File: config.mk
export PLATFORM = sky130hd
export DESIGN_NAME = answer_stabilizer
export DESIGN_NICKNAME = d
export VERILOG_FILES = /design/src/rtl/answer_pkg.sv /design/src/rtl/frame_tick_gen.sv /design/src/rtl/answer_stabilizer.sv
export SDC_FILE = /design/constraint.sdc
export NUM_CORES = 1
export LEC_CHECK = 0
export CAP_MARGIN = 10
export CORE_UTILIZATION = 45
export DETAILED_ROUTE_END_ITERATION = 8
export PLACE_DENSITY = 0.8
export SKIP_LAST_GASP = 1
export SLEW_MARGIN = 20
export SYNTH_ARGS = -nofsm -noshare
export SYNTH_HDL_FRONTEND = slang
export SYNTH_SLANG_ARGS = --single-unit
File: constraint.sdc
create_clock -name i_clk -period 5.95 [get_ports i_clk]
set_clock_uncertainty 0.05 [all_clocks]
set_input_delay 0.8925 -clock i_clk [delete_from_list [all_inputs] [get_ports i_clk]]
set_output_delay 0.8925 -clock i_clk [all_outputs]
set_load 0.05 [all_outputs]
File: src/rtl/answer_pkg.sv
// answer_pkg: shared states and constants for the answer stabilizer and the display blocks
package answer_pkg;
   typedef enum logic [1:0] {S_ARM, S_TRACK, S_FIRE, S_HOLD} ans_state_t;
   localparam logic [3:0]  DIGIT_NONE = 4'hF;
   localparam logic [10:0] TICK_X     = 11'd640;
   localparam logic [10:0] TICK_Y     = 11'd480;
   localparam logic [3:0]  DIGIT_MAX  = 4'd9;
endpackage

File: src/rtl/frame_tick_gen.sv
// frame_tick_gen: one-cycle strobe on the first cycle the pixel counters sit at (TICK_X,TICK_Y)
// Ports: i_clk, i_rst_n (async active-low), i_x/i_y pixel counters -> o_tick frame strobe
module frame_tick_gen
   import answer_pkg::*;
(
   input  logic        i_clk,
   input  logic        i_rst_n,
   input  logic [10:0] i_x,
   input  logic [10:0] i_y,
   output logic        o_tick
);
   logic hit, hit_q;
   assign hit = (i_x == TICK_X) && (i_y == TICK_Y);
   always_ff @(posedge i_clk or negedge i_rst_n)
      if (!i_rst_n) hit_q <= 1'b0;
      else          hit_q <= hit;
   assign o_tick = hit && !hit_q;
endmodule

File: src/rtl/answer_stabilizer.sv
// answer_stabilizer: debounces classifier results into one answer event, then locks out during the scroll
// Ports: i_clk, i_rst_n (async active-low), i_x/i_y pixel counters, i_class_valid/i_class_digit classifier
//        result, i_displacement scroll offset -> o_digit_answered, o_digit_identified pulse, o_busy
// Build option: define ANSWER_TIMEOUT_EN to force a blank answer after TIMEOUT_FRAMES idle frames
module answer_stabilizer
   import answer_pkg::*;
#(
   parameter int STABLE_COUNT   = 3,
   parameter int HOLDOFF_FRAMES = 56,
   parameter int TIMEOUT_FRAMES = 600
) (
   input  logic        i_clk,
   input  logic        i_rst_n,
   input  logic [10:0] i_x,
   input  logic [10:0] i_y,
   input  logic        i_class_valid,
   input  logic [3:0]  i_class_digit,
   input  logic [10:0] i_displacement,
   output logic [3:0]  o_digit_answered,
   output logic        o_digit_identified,
   output logic        o_busy
);
   localparam int SW = $clog2(STABLE_COUNT + 1);
   localparam int HW = $clog2(HOLDOFF_FRAMES + 1);
   ans_state_t    state_q, state_d;
   logic [3:0]    cand_q, cand_d, ans_q, ans_d;
   logic [SW-1:0] stable_q, stable_d;
   logic [HW-1:0] hold_q, hold_d;
   logic          id_q, id_d, frame_tick, legal;
`ifdef ANSWER_TIMEOUT_EN
   localparam int TW = $clog2(TIMEOUT_FRAMES + 1);
   logic [TW-1:0] to_q, to_d;
`endif

   frame_tick_gen u_tick (
      .i_clk  (i_clk),
      .i_rst_n(i_rst_n),
      .i_x    (i_x),
      .i_y    (i_y),
      .o_tick (frame_tick)
   );

   assign legal = i_class_valid && (i_class_digit <= DIGIT_MAX);

   always_comb begin
      state_d  = state_q;
      cand_d   = cand_q;
      stable_d = stable_q;
      hold_d   = hold_q;
      ans_d    = ans_q;
      id_d     = 1'b0;
      case (state_q)
         S_ARM:
            if (legal) begin
               cand_d   = i_class_digit;
               stable_d = SW'(1);
               state_d  = (STABLE_COUNT == 1) ? S_FIRE : S_TRACK;
            end
         S_TRACK:
            if (i_class_valid && !legal) begin
               stable_d = '0;
               state_d  = S_ARM;
            end else if (legal && i_class_digit == cand_q) begin
               stable_d = (stable_q == SW'(STABLE_COUNT)) ? stable_q : stable_q + 1'b1;
               state_d  = (int'(stable_q) + 1 >= STABLE_COUNT) ? S_FIRE : S_TRACK;
            end else if (legal) begin
               cand_d   = i_class_digit;
               stable_d = SW'(1);
            end
         S_FIRE: begin
            hold_d   = '0;
            stable_d = '0;
            state_d  = S_HOLD;
         end
         default: begin
            hold_d  = (frame_tick && hold_q != HW'(HOLDOFF_FRAMES)) ? hold_q + 1'b1 : hold_q;
            state_d = (hold_q >= HW'(HOLDOFF_FRAMES) && i_displacement == '0) ? S_ARM : S_HOLD;
         end
      endcase
`ifdef ANSWER_TIMEOUT_EN
      to_d = to_q;
      if (state_q == S_ARM || state_q == S_TRACK) begin
         to_d = (frame_tick && to_q != TW'(TIMEOUT_FRAMES)) ? to_q + 1'b1 : to_q;
         // a legal accept already heading to S_FIRE keeps its digit
         if (to_q >= TW'(TIMEOUT_FRAMES) && state_d != S_FIRE) begin
            cand_d  = DIGIT_NONE;
            state_d = S_FIRE;
         end
      end
      if (state_q == S_HOLD && state_d == S_ARM) to_d = '0;
`endif
      // outputs are loaded on the edge into S_FIRE so they are visible during S_FIRE
      if (state_d == S_FIRE) begin
         ans_d = cand_d;
         id_d  = 1'b1;
      end
   end

   always_ff @(posedge i_clk or negedge i_rst_n)
      if (!i_rst_n) begin
         state_q  <= S_ARM;
         cand_q   <= '0;
         stable_q <= '0;
         hold_q   <= '0;
         ans_q    <= DIGIT_NONE;
         id_q     <= 1'b0;
`ifdef ANSWER_TIMEOUT_EN
         to_q     <= '0;
`endif
      end else begin
         state_q  <= state_d;
         cand_q   <= cand_d;
         stable_q <= stable_d;
         hold_q   <= hold_d;
         ans_q    <= ans_d;
         id_q     <= id_d;
`ifdef ANSWER_TIMEOUT_EN
         to_q     <= to_d;
`endif
      end

   assign o_digit_answered   = ans_q;
   assign o_digit_identified = id_q;
   assign o_busy             = (state_q == S_FIRE) || (state_q == S_HOLD);
endmodule

==> results.toml, run 1 <==
[outcome]
outcome = "complete, no violations"

[sta]
tns_ps = 0
hold_viol_final = 0
fmaxAchievable_mhz = 317
postLayoutSetupSlackWorst_ps = 2790
fin_crit_ps = 3160
tightest_slew_ps = 922
slew_headroom = 0.383
slew_violations = 0
rsz0062_at_grt = "false"
setup_viol_count_final = 0
finalCritPeriodShare = 0.531

[global_route]
grt-ovfl-total = 0
grt_pass1_wl_um = 5690
grt_max_degree = 21
first_global_vias = 1277
groute.usage.overall = 0.230
antenna_found_initial = 0

[logic_synthesis]
synth-seq-cells = 20
yosys.area.top_type_share = 0.304
synthesis.nets = 180
async_flop_share = 1.00
synth_top_cell_by_area = "dfrtp_1"
netlist_area_um2 = 1320
ys_seq_area_frac = 0.384
syn_avg_cell_area_um2 = 10.0
ys.warnings.count = 0
netlist_top_cells_area = "dfrtp_1 30%, ha_1 8.6%, dfstp_2 8.0%"
ys.flop_type = "dfrtp_1"
postSynthCellCount = 131
synth_enable_flop_cells = 0
synthTopCellsByCount = "16 x dfrtp_1, 12 x nor2_1, 11 x nand2_1"
yosys.cell_count.top_type = "dfrtp_1"
synth_cell_types = 43

[worst_setup_path]
critPathSlowestCell = "clkdlybuf4s50_1"
regToRegSetupSlack_ps = 3740
cp_cell_sequence = "inv_1 -> ha_1 -> or2_2 -> clkdlybuf4s50_1"
r2r.worst_path.cells = 7
critical_path.endpoint_type = "output pin"
startpoint_type = "flip-flop"
arrival_ps = 2210
cpPeakStageDelay_ps = 710
timing.rr.start = "state_q[1]"
cp_num_buf_inv = 2
critPathRequiredTime_ps = 5010
path_max_fanout = 5
r2r_end = "o_digit_answered[3]"
critPathKind = "reg -> out"
cp_top_family = "buffers and inverters"

[clock_network]
postCtsHoldBufs = 0
cts_root_buf = "clkbuf_4"
clk_latency_ps = 310
ctsResizeCount = 0
cts_buffer_depth = 2
cts_tree = "built"
cts.sinks = 20
cts.clk_slew.worst_paths_ps = 120
htreeDepth = 1
cts_made_buffers = 3
postCtsSetupRepairBufs = 0

[placement]
dp_hpwl_um = 2630
io_buffer_count = 45
place.gp.congestion = 0.908
post-place-ws_ps = 2900

[power]
powerDensity_nw_per_um2 = 388
finalPower_mw = 0.710
vdd.ir_drop.worst_v = 0.000376
leakage_nw = 0.788

[final_layout]
drive_gt1_frac = 0.140
antenna_cells = 0
num-fill-cells = 223
fin_util = 0.664
fin_nets = 229
area_growth_syn_to_layout_pct = 39.1

[drt]
postRouteAntennaNets = 0
viasPerCell = 5.70
drcViolationCount = 0
vias = 1197
drt-initial-drc-count = 77
dr.pass1.iters = 5
wire_per_inst_um = 16.0
wl_um = 3360

[floorplan]
start_util = 0.477
die_h_um = 56.1
num_rows = 19
core_um2 = 2760
die_x_um = 56.1
die_area_um2 = 3150
io_pins = 46

[worst_hold_path]
min_from = "stable_q[0]"
whs_path_depth = 1
min_to = "stable_q[0]"
hold_path_class = "reg -> reg"

[job]
cap_viol_max_count = 0
cell usage in the layout (no fill, tap or decap), types with 2 or more instances in the layout:
cell / n
o21a_1: 2
inv_1: 10
nor3_1: 3
o21ai_0: 7
nor4_1: 5
a21oi_1: 2
xor2_1: 8
and2_1: 2
dfrtp_1: 16
clkdlybuf4s50_1: 45
nor4b_1: 2
ha_1: 9
dfstp_2: 4
mux2_2: 3
nor2_1: 12
o221ai_1: 2
o22ai_1: 2
nand4_1: 3
mux2_4: 4
nand2_1: 11
clkbuf_4: 3
power by group:
| group | leakage, nW | internal, mW | switching (mW) | total (mW) |
|---|---|---|---|---|
| registers | 0.243 | 0.179 | 0.0299 | 0.209 |
| clock network | 0.0210 | 0.0374 | 0.0434 | 0.0807 |
| logic | 0.523 | 0.179 | 0.241 | 0.420 |
| total | 0.788 | 0.396 | 0.315 | 0.710 |
kinds of logic after synthesis:
group | share of synthesized area
adder cells (fa/ha/maj) | 0.0856
AND/OR/NAND/NOR | 0.214
multiplexers | 0.0713
buffers and inverters | 0.0371
AO/OA/AOI/OAI | 0.155
flip-flops | 0.384
XOR/XNOR | 0.0532
area by class of cell:
cell class,instances,area [µm²],share of cell area
multi-input cells,100,762,0.416
flip-flops and latches,20,505,0.276
repair buffers,45,450,0.246
well taps,31,38.8,0.0212
inverters,10,37.5,0.0205
clock buffers,4,36.3,0.0198
how the worst max path moves through the flow:
stage	start	end	slack [ps]	cells past startpoint
3_3_place_gp	i_class_digit[1]	o_digit_answered[3]	2970	7
5_1_grt	state_q[0]	o_busy	2720	4
2_1_floorplan	i_class_digit[3]	o_digit_answered[0]	3500	6
3_5_place_dp	i_class_digit[1]	o_digit_answered[0]	2900	7
4_1_cts	state_q[0]	o_busy	2790	4
6_report	state_q[0]	o_busy	2790	4
per-layer routing:
metal | GRT usage | vias to the layer above | routed length [µm] | part of all wire
met5 | 0 | - | 0 | 0
met4 | 0.0906 | 0 | 51 | 0.015
met3 | 0.0535 | 8 | 125 | 0.037
met2 | 0.405 | 37 | 1800 | 0.53
met1 | 0.269 | 583 | 1390 | 0.41
li1 | - | 569 | - | -
flip-flops by register name (all words and copies together) (netlist names):
signal	flops
o_digit_identified	1
hold_q	6
stable_q	2
u_tick.hit_q	1
o_digit_answered	4
state_q	2
cand_q	4
per-stage QoR:
stage	instances	area, µm²	hold slack (ps)
after floorplan	131	1320	451
after global placement	206	1790	471
after detailed placement	206	1790	510
after CTS	210	1830	541
after global routing	210	1830	575
final	210	1830	538
(Power assumes the default switching activity.)
==> run 2: changes to the inputs <==
--- a/config.mk
+++ b/config.mk
@@ -6,9 +6,9 @@
 export NUM_CORES = 1
 export LEC_CHECK = 0
 export CAP_MARGIN = 10
-export CORE_UTILIZATION = 45
+export CORE_UTILIZATION = 40
 export DETAILED_ROUTE_END_ITERATION = 8
-export PLACE_DENSITY = 0.8
+export PLACE_DENSITY = 0.75
 export SKIP_LAST_GASP = 1
 export SLEW_MARGIN = 20
 export SYNTH_ARGS = -nofsm -noshare
==> constraint.sdc (replaced) <==
create_clock -name i_clk -period 2.55 [get_ports i_clk]
set_clock_uncertainty 0.05 [all_clocks]
set_input_delay 0.3825 -clock i_clk [delete_from_list [all_inputs] [get_ports i_clk]]
set_output_delay 0.3825 -clock i_clk [all_outputs]
set_load 0.05 [all_outputs]
==> run 2 against run 1 <==
- cell count rose by 6.7%
- flip-flop and latch count did not move
- total power rose by 130%
- non-clock buffer count rose by 1
- largest power group unchanged
==> results.toml, run 2 (synthesis gave the netlist of run 1 again) <==
[floorplan]
num_rows = 20
start_util = 0.428
io_pins = 46
die_h_um = 59.4
die_x_um = 59.4
core_um2 = 3080
die_area_um2 = 3520

[final_layout]
instances_no_fill = 224
top_register = "hold_q"
fin_nets = 230
antenna_cells = 0
largest_register_ffs = 6
final_cell_mix = "44 x clkdlybuf4s50_1, 16 x dfrtp_1, 12 x nor2_1"
num-fill-cells = 268
area_growth_syn_to_layout_pct = 40.0
final_common_cell = "clkdlybuf4s50_1"
drive_gt1_frac = 0.139

[global_route]
antenna_found_initial = 0
first_global_vias = 1261
grt_max_degree = 21
grt_pass1_wl_um = 5260
grt-ovfl-total = 0
groute.usage.overall = 0.199

[drt]
dr.pass1.iters = 4
postRouteAntennaNets = 0
wire_per_inst_um = 14.0
wl_um = 3150
drcViolationCount = 0
drt-initial-drc-count = 56
vias = 1170
viasPerCell = 5.22

[clock_network]
ctsResizeCount = 1
cts.clk_slew.worst_paths_ps = 130
cts_buffer_depth = 2
cts_tree = "built"
cts_root_buf = "clkbuf_4"
htreeDepth = 1
cts.sinks = 20
postCtsSetupRepairBufs = 0
postCtsHoldBufs = 0
cts_made_buffers = 3
clk_latency_ps = 320

[placement]
dp_hpwl_um = 2530
io_buffer_count = 45
dp_cells = 220
place.gp.congestion = 0.857

[worst_setup_path]
critPathKind = "reg -> out"
critPathRequiredTime_ps = 2120
startpoint_type = "flip-flop"
critical_path.endpoint_type = "output pin"
path_max_fanout = 5
arrival_ps = 1900

[worst_hold_path]
hold_path_class = "in -> async"

[sta]
hold_viol_final = 0
fmaxAchievable_mhz = 429
slew_headroom = 0.669
hold_ws_ps = 339
setup_viol_count_final = 0
rsz0062_at_grt = "false"
fin_crit_ps = 2330
slew_violations = 0
tightest_slew_ps = 495
tns_ps = 0
finalCritPeriodShare = 0.915

[power]
finalPower_mw = 1.60
leakage_nw = 0.788
vdd.ir_drop.worst_v = 0.000358
powerDensity_nw_per_um2 = 871

[job]
cap_viol_max_count = 0

[outcome]
outcome = "complete, no violations"
==> run 2: changes by cell type in the layout (fill, tap and decap cells not counted) <==
cell	delta
clkbuf_1	+1
dlygate4sd2_1	+1
clkdlybuf4s50_1	-1
clkbuf_8	-1
buf_4	+1
==> run 2: path summary, 6_finish.rpt <==
path / from / end / slack, ps / depth (start not counted)
worst max-delay path: state_q[0] / o_busy / 220 / 4
worst min-delay path: i_rst_n / stable_q[0] / 340 / 2
worst max register to register: state_q[1] / o_digit_answered[2] / 360 / 7
worst min register to register: hold_q[5] / hold_q[5] / 520 / 2
max in group asynchronous: i_rst_n / o_digit_answered[1] / 1810 / 2
min in group i_clk: hold_q[5] / hold_q[5] / 520 / 2
==> run 2: per-layer routing <==
metal	up-vias	wire length [µm]	global-route usage
met3	10	109	0.0480
met4	0	76	0.0714
met2	28	1620	0.363
li1	571	-	-
met1	561	1340	0.222
met5	-	0	0
==> run 2: worst max-delay path, cell delays in order, from the launching register on <==
cell	delay, ps
dfrtp_1	450
inv_1	100
ha_1	270
or2_2	330
dlygate4sd2_1	430
==> run 2: metrics by stage <==
| step | worst slack, ps | utilization | cell area, µm² |
|---|---|---|---|
| after CTS | 214 | 0.599 | 1840 |
| after global placement | 76.1 | 0.591 | 1820 |
| after global routing | 148 | 0.599 | 1840 |
| after floorplan | 441 | - | 1320 |
| after detailed placement | 6.30 | 0.591 | 1820 |
| final | 217 | 0.599 | 1840 |
==> run 2: final cells by class <==
cell class | instances | area (µm²) | area share
timing repair buffer | 46 | 457 | 0.248
inverter | 10 | 37.5 | 0.0204
tap | 44 | 55.1 | 0.0299
clock buffer | 4 | 26.3 | 0.0143
sequential | 20 | 505 | 0.274
multi-input combinational | 100 | 762 | 0.413
==> run 2: report_power, final <==
part | switching (mW) | total, mW | leakage (nW) | internal, mW
logic | 0.544 | 0.955 | 0.529 | 0.410
registers | 0.0670 | 0.485 | 0.243 | 0.418
clock network | 0.104 | 0.165 | 0.0150 | 0.0611
total | 0.715 | 1.60 | 0.788 | 0.889
==> run 3: changes to the inputs <==
--- a/config.mk
+++ b/config.mk
@@ -6,9 +6,9 @@
 export NUM_CORES = 1
 export LEC_CHECK = 0
 export CAP_MARGIN = 10
-export CORE_UTILIZATION = 40
+export CORE_UTILIZATION = 45
 export DETAILED_ROUTE_END_ITERATION = 8
-export PLACE_DENSITY = 0.75
+export PLACE_DENSITY = 0.8
 export SKIP_LAST_GASP = 1
 export SLEW_MARGIN = 20
 export SYNTH_ARGS = -nofsm -noshare
==> constraint.sdc (replaced) <==
create_clock -name i_clk -period 2.9 [get_ports i_clk]
set_clock_uncertainty 0.05 [all_clocks]
set_input_delay 0.435 -clock i_clk [delete_from_list [all_inputs] [get_ports i_clk]]
set_output_delay 0.435 -clock i_clk [all_outputs]
set_load 0.05 [all_outputs]
==> run 3 against run 2 <==
- worst setup slack improved by 10 ps
- critical endpoint unchanged
- clock-buffer cell count did not move
- final area fell by 0.68%
- sequential share of layout area rose by 0.19 points
- register-to-register slack improved by 350 ps
- critical path depth did not move
- hold slack improved by 190 ps
- via count fell by 0.68%
- critical path type unchanged
- global-route usage rose by 2.7 points
- wire length rose by 0.48%
- clock power barely moved
==> results.toml, run 3 (synthesis gave the netlist of run 1 again) <==
[outcome]
outcome = "complete, no violations"

[global_route]
grt-ovfl-total = 0
grt_max_degree = 21
grt_pass1_wl_um = 5570
first_global_vias = 1246
antenna_found_initial = 0
groute.usage.overall = 0.226

[drt]
viasPerCell = 5.53
vias = 1162
wl_um = 3160
wire_per_inst_um = 15.0
drcViolationCount = 0
postRouteAntennaNets = 0
dr.pass1.iters = 4
drt-initial-drc-count = 57

[job]
cap_viol_max_count = 0

[power]
clockPowerShare = 0.116
comb_power_share = 0.589
switchingPower_mw = 0.640
leakage_nw = 0.788
p_seq_frac = 0.296
finalPower_mw = 1.45
powerDensity_nw_per_um2 = 793
vdd.ir_drop.worst_v = 0.000737
internal_power_mw = 0.812
p_sw_frac = 0.441

[placement]
io_buffer_count = 45
post_dp_cell_area_um2 = 1790
dp_cells = 206
place.gp.congestion = 0.908
dp_hpwl_um = 2550

[worst_setup_path]
crit_cells = 4
critPathRequiredTime_ps = 2410
critPathKind = "reg -> out"
cpPeakStageDelay_ps = 710
startpoint_type = "flip-flop"
critical_path.endpoint_type = "output pin"
arrival_ps = 2190
path_max_fanout = 5
cp_cell_sequence = "inv_1 -> ha_1 -> or2_2 -> clkdlybuf4s50_1"
cp_num_buf_inv = 2
r2r.worst_path.cells = 8
critPathSlowestCell = "clkdlybuf4s50_1"
cp_top_family = "buffers and inverters"

[final_layout]
final_common_cell = "clkdlybuf4s50_1"
top_register = "hold_q"
antenna_cells = 0
final_cell_mix = "45 x clkdlybuf4s50_1, 16 x dfrtp_1, 12 x nor2_1"
instances_no_fill = 210
fin_area_um2 = 1830
area_growth_syn_to_layout_pct = 39.1
fin_nets = 229
largest_register_ffs = 6
drive_gt1_frac = 0.140

[clock_network]
cts_made_buffers = 3
cts_root_buf = "clkbuf_4"
cts_tree = "built"
postCtsSetupRepairBufs = 0
postCtsHoldBufs = 0
htreeDepth = 1
cts.sinks = 20
ctsResizeCount = 0
cts_buffer_depth = 2
clk_latency_ps = 310
cts.clk_slew.worst_paths_ps = 120

[sta]
hold_viol_final = 0
slew_violations = 0
fin_crit_ps = 2670
tns_ps = 0
rsz0062_at_grt = "false"
hold_ws_ps = 533
fmaxAchievable_mhz = 374
tightest_slew_ps = 926
setup_viol_count_final = 0
finalCritPeriodShare = 0.922
slew_headroom = 0.381

[floorplan]
die_x_um = 56.1
die_h_um = 56.1
io_pins = 46
die_area_um2 = 3150
start_util = 0.477
num_rows = 19
core_um2 = 2760

[worst_hold_path]
whs_path_depth = 2
hold_path_class = "reg -> reg"
-- run 3: cell count changes in the layout (fill, tap and decap cells not counted), sizes merged --
cell | previous run | this run
buf | 1 | 0
dlygate4sd2 | 1 | 0
clkdlybuf4s50 | 44 | 45
-- run 3: cell type report --
type	count	area (µm²)
Fill cell	213	927
Multi-Input combinational cell	100	762
Sequential cell	20	505
Timing Repair Buffer	45	450
Tap cell	31	38.8
Inverter	10	37.5
Clock buffer	4	36.3
-- run 3: routing by layer --
metal | up-vias | global-route usage | routed length, µm
met2 | 39 | 0.384 | 1630
met1 | 549 | 0.269 | 1340
met5 | - | 0 | 0
li1 | 568 | - | -
met3 | 6 | 0.0651 | 147
met4 | 0 | 0.0836 | 39
-- run 3: power by group through the flow --
stage	logic [mW]	registers (mW)	clock network, mW
global route	0.919	0.440	0.184
global placement	0.819	0.429	0
floorplan	0.515	0.519	0
detailed placement	0.848	0.434	0
CTS	0.852	0.429	0.173
finish	0.855	0.429	0.168
-- run 3: per-stage QoR --
stage / setup WS, ps / utilization
after global routing: 122 / 0.664
final: 227 / 0.664
after global placement: 374 / 0.651
after floorplan: 791 / -
after CTS: 217 / 0.664
after detailed placement: 317 / 0.651
-- run 3: final timing paths --
kind | slack, ps | start | endpoint
worst max-delay path | 230 | state_q[0] | o_busy
worst min-delay path | 530 | stable_q[1] | stable_q[1]
worst max register to register | 710 | state_q[1] | hold_q[4]
worst min register to register | 530 | stable_q[1] | stable_q[1]
max in group asynchronous | 1650 | i_rst_n | o_digit_identified
min in group asynchronous | 570 | i_rst_n | stable_q[1]
-- run 3: worst reg2reg max path: stages, from the launching register on --
cell and delay [ps]:
dfrtp_1 450, inv_1 80, ha_1 300, nor3_1 220, o21ai_0 190, o31ai_2 390, nand4_1 190, xor2_1 170
nor2_1 90
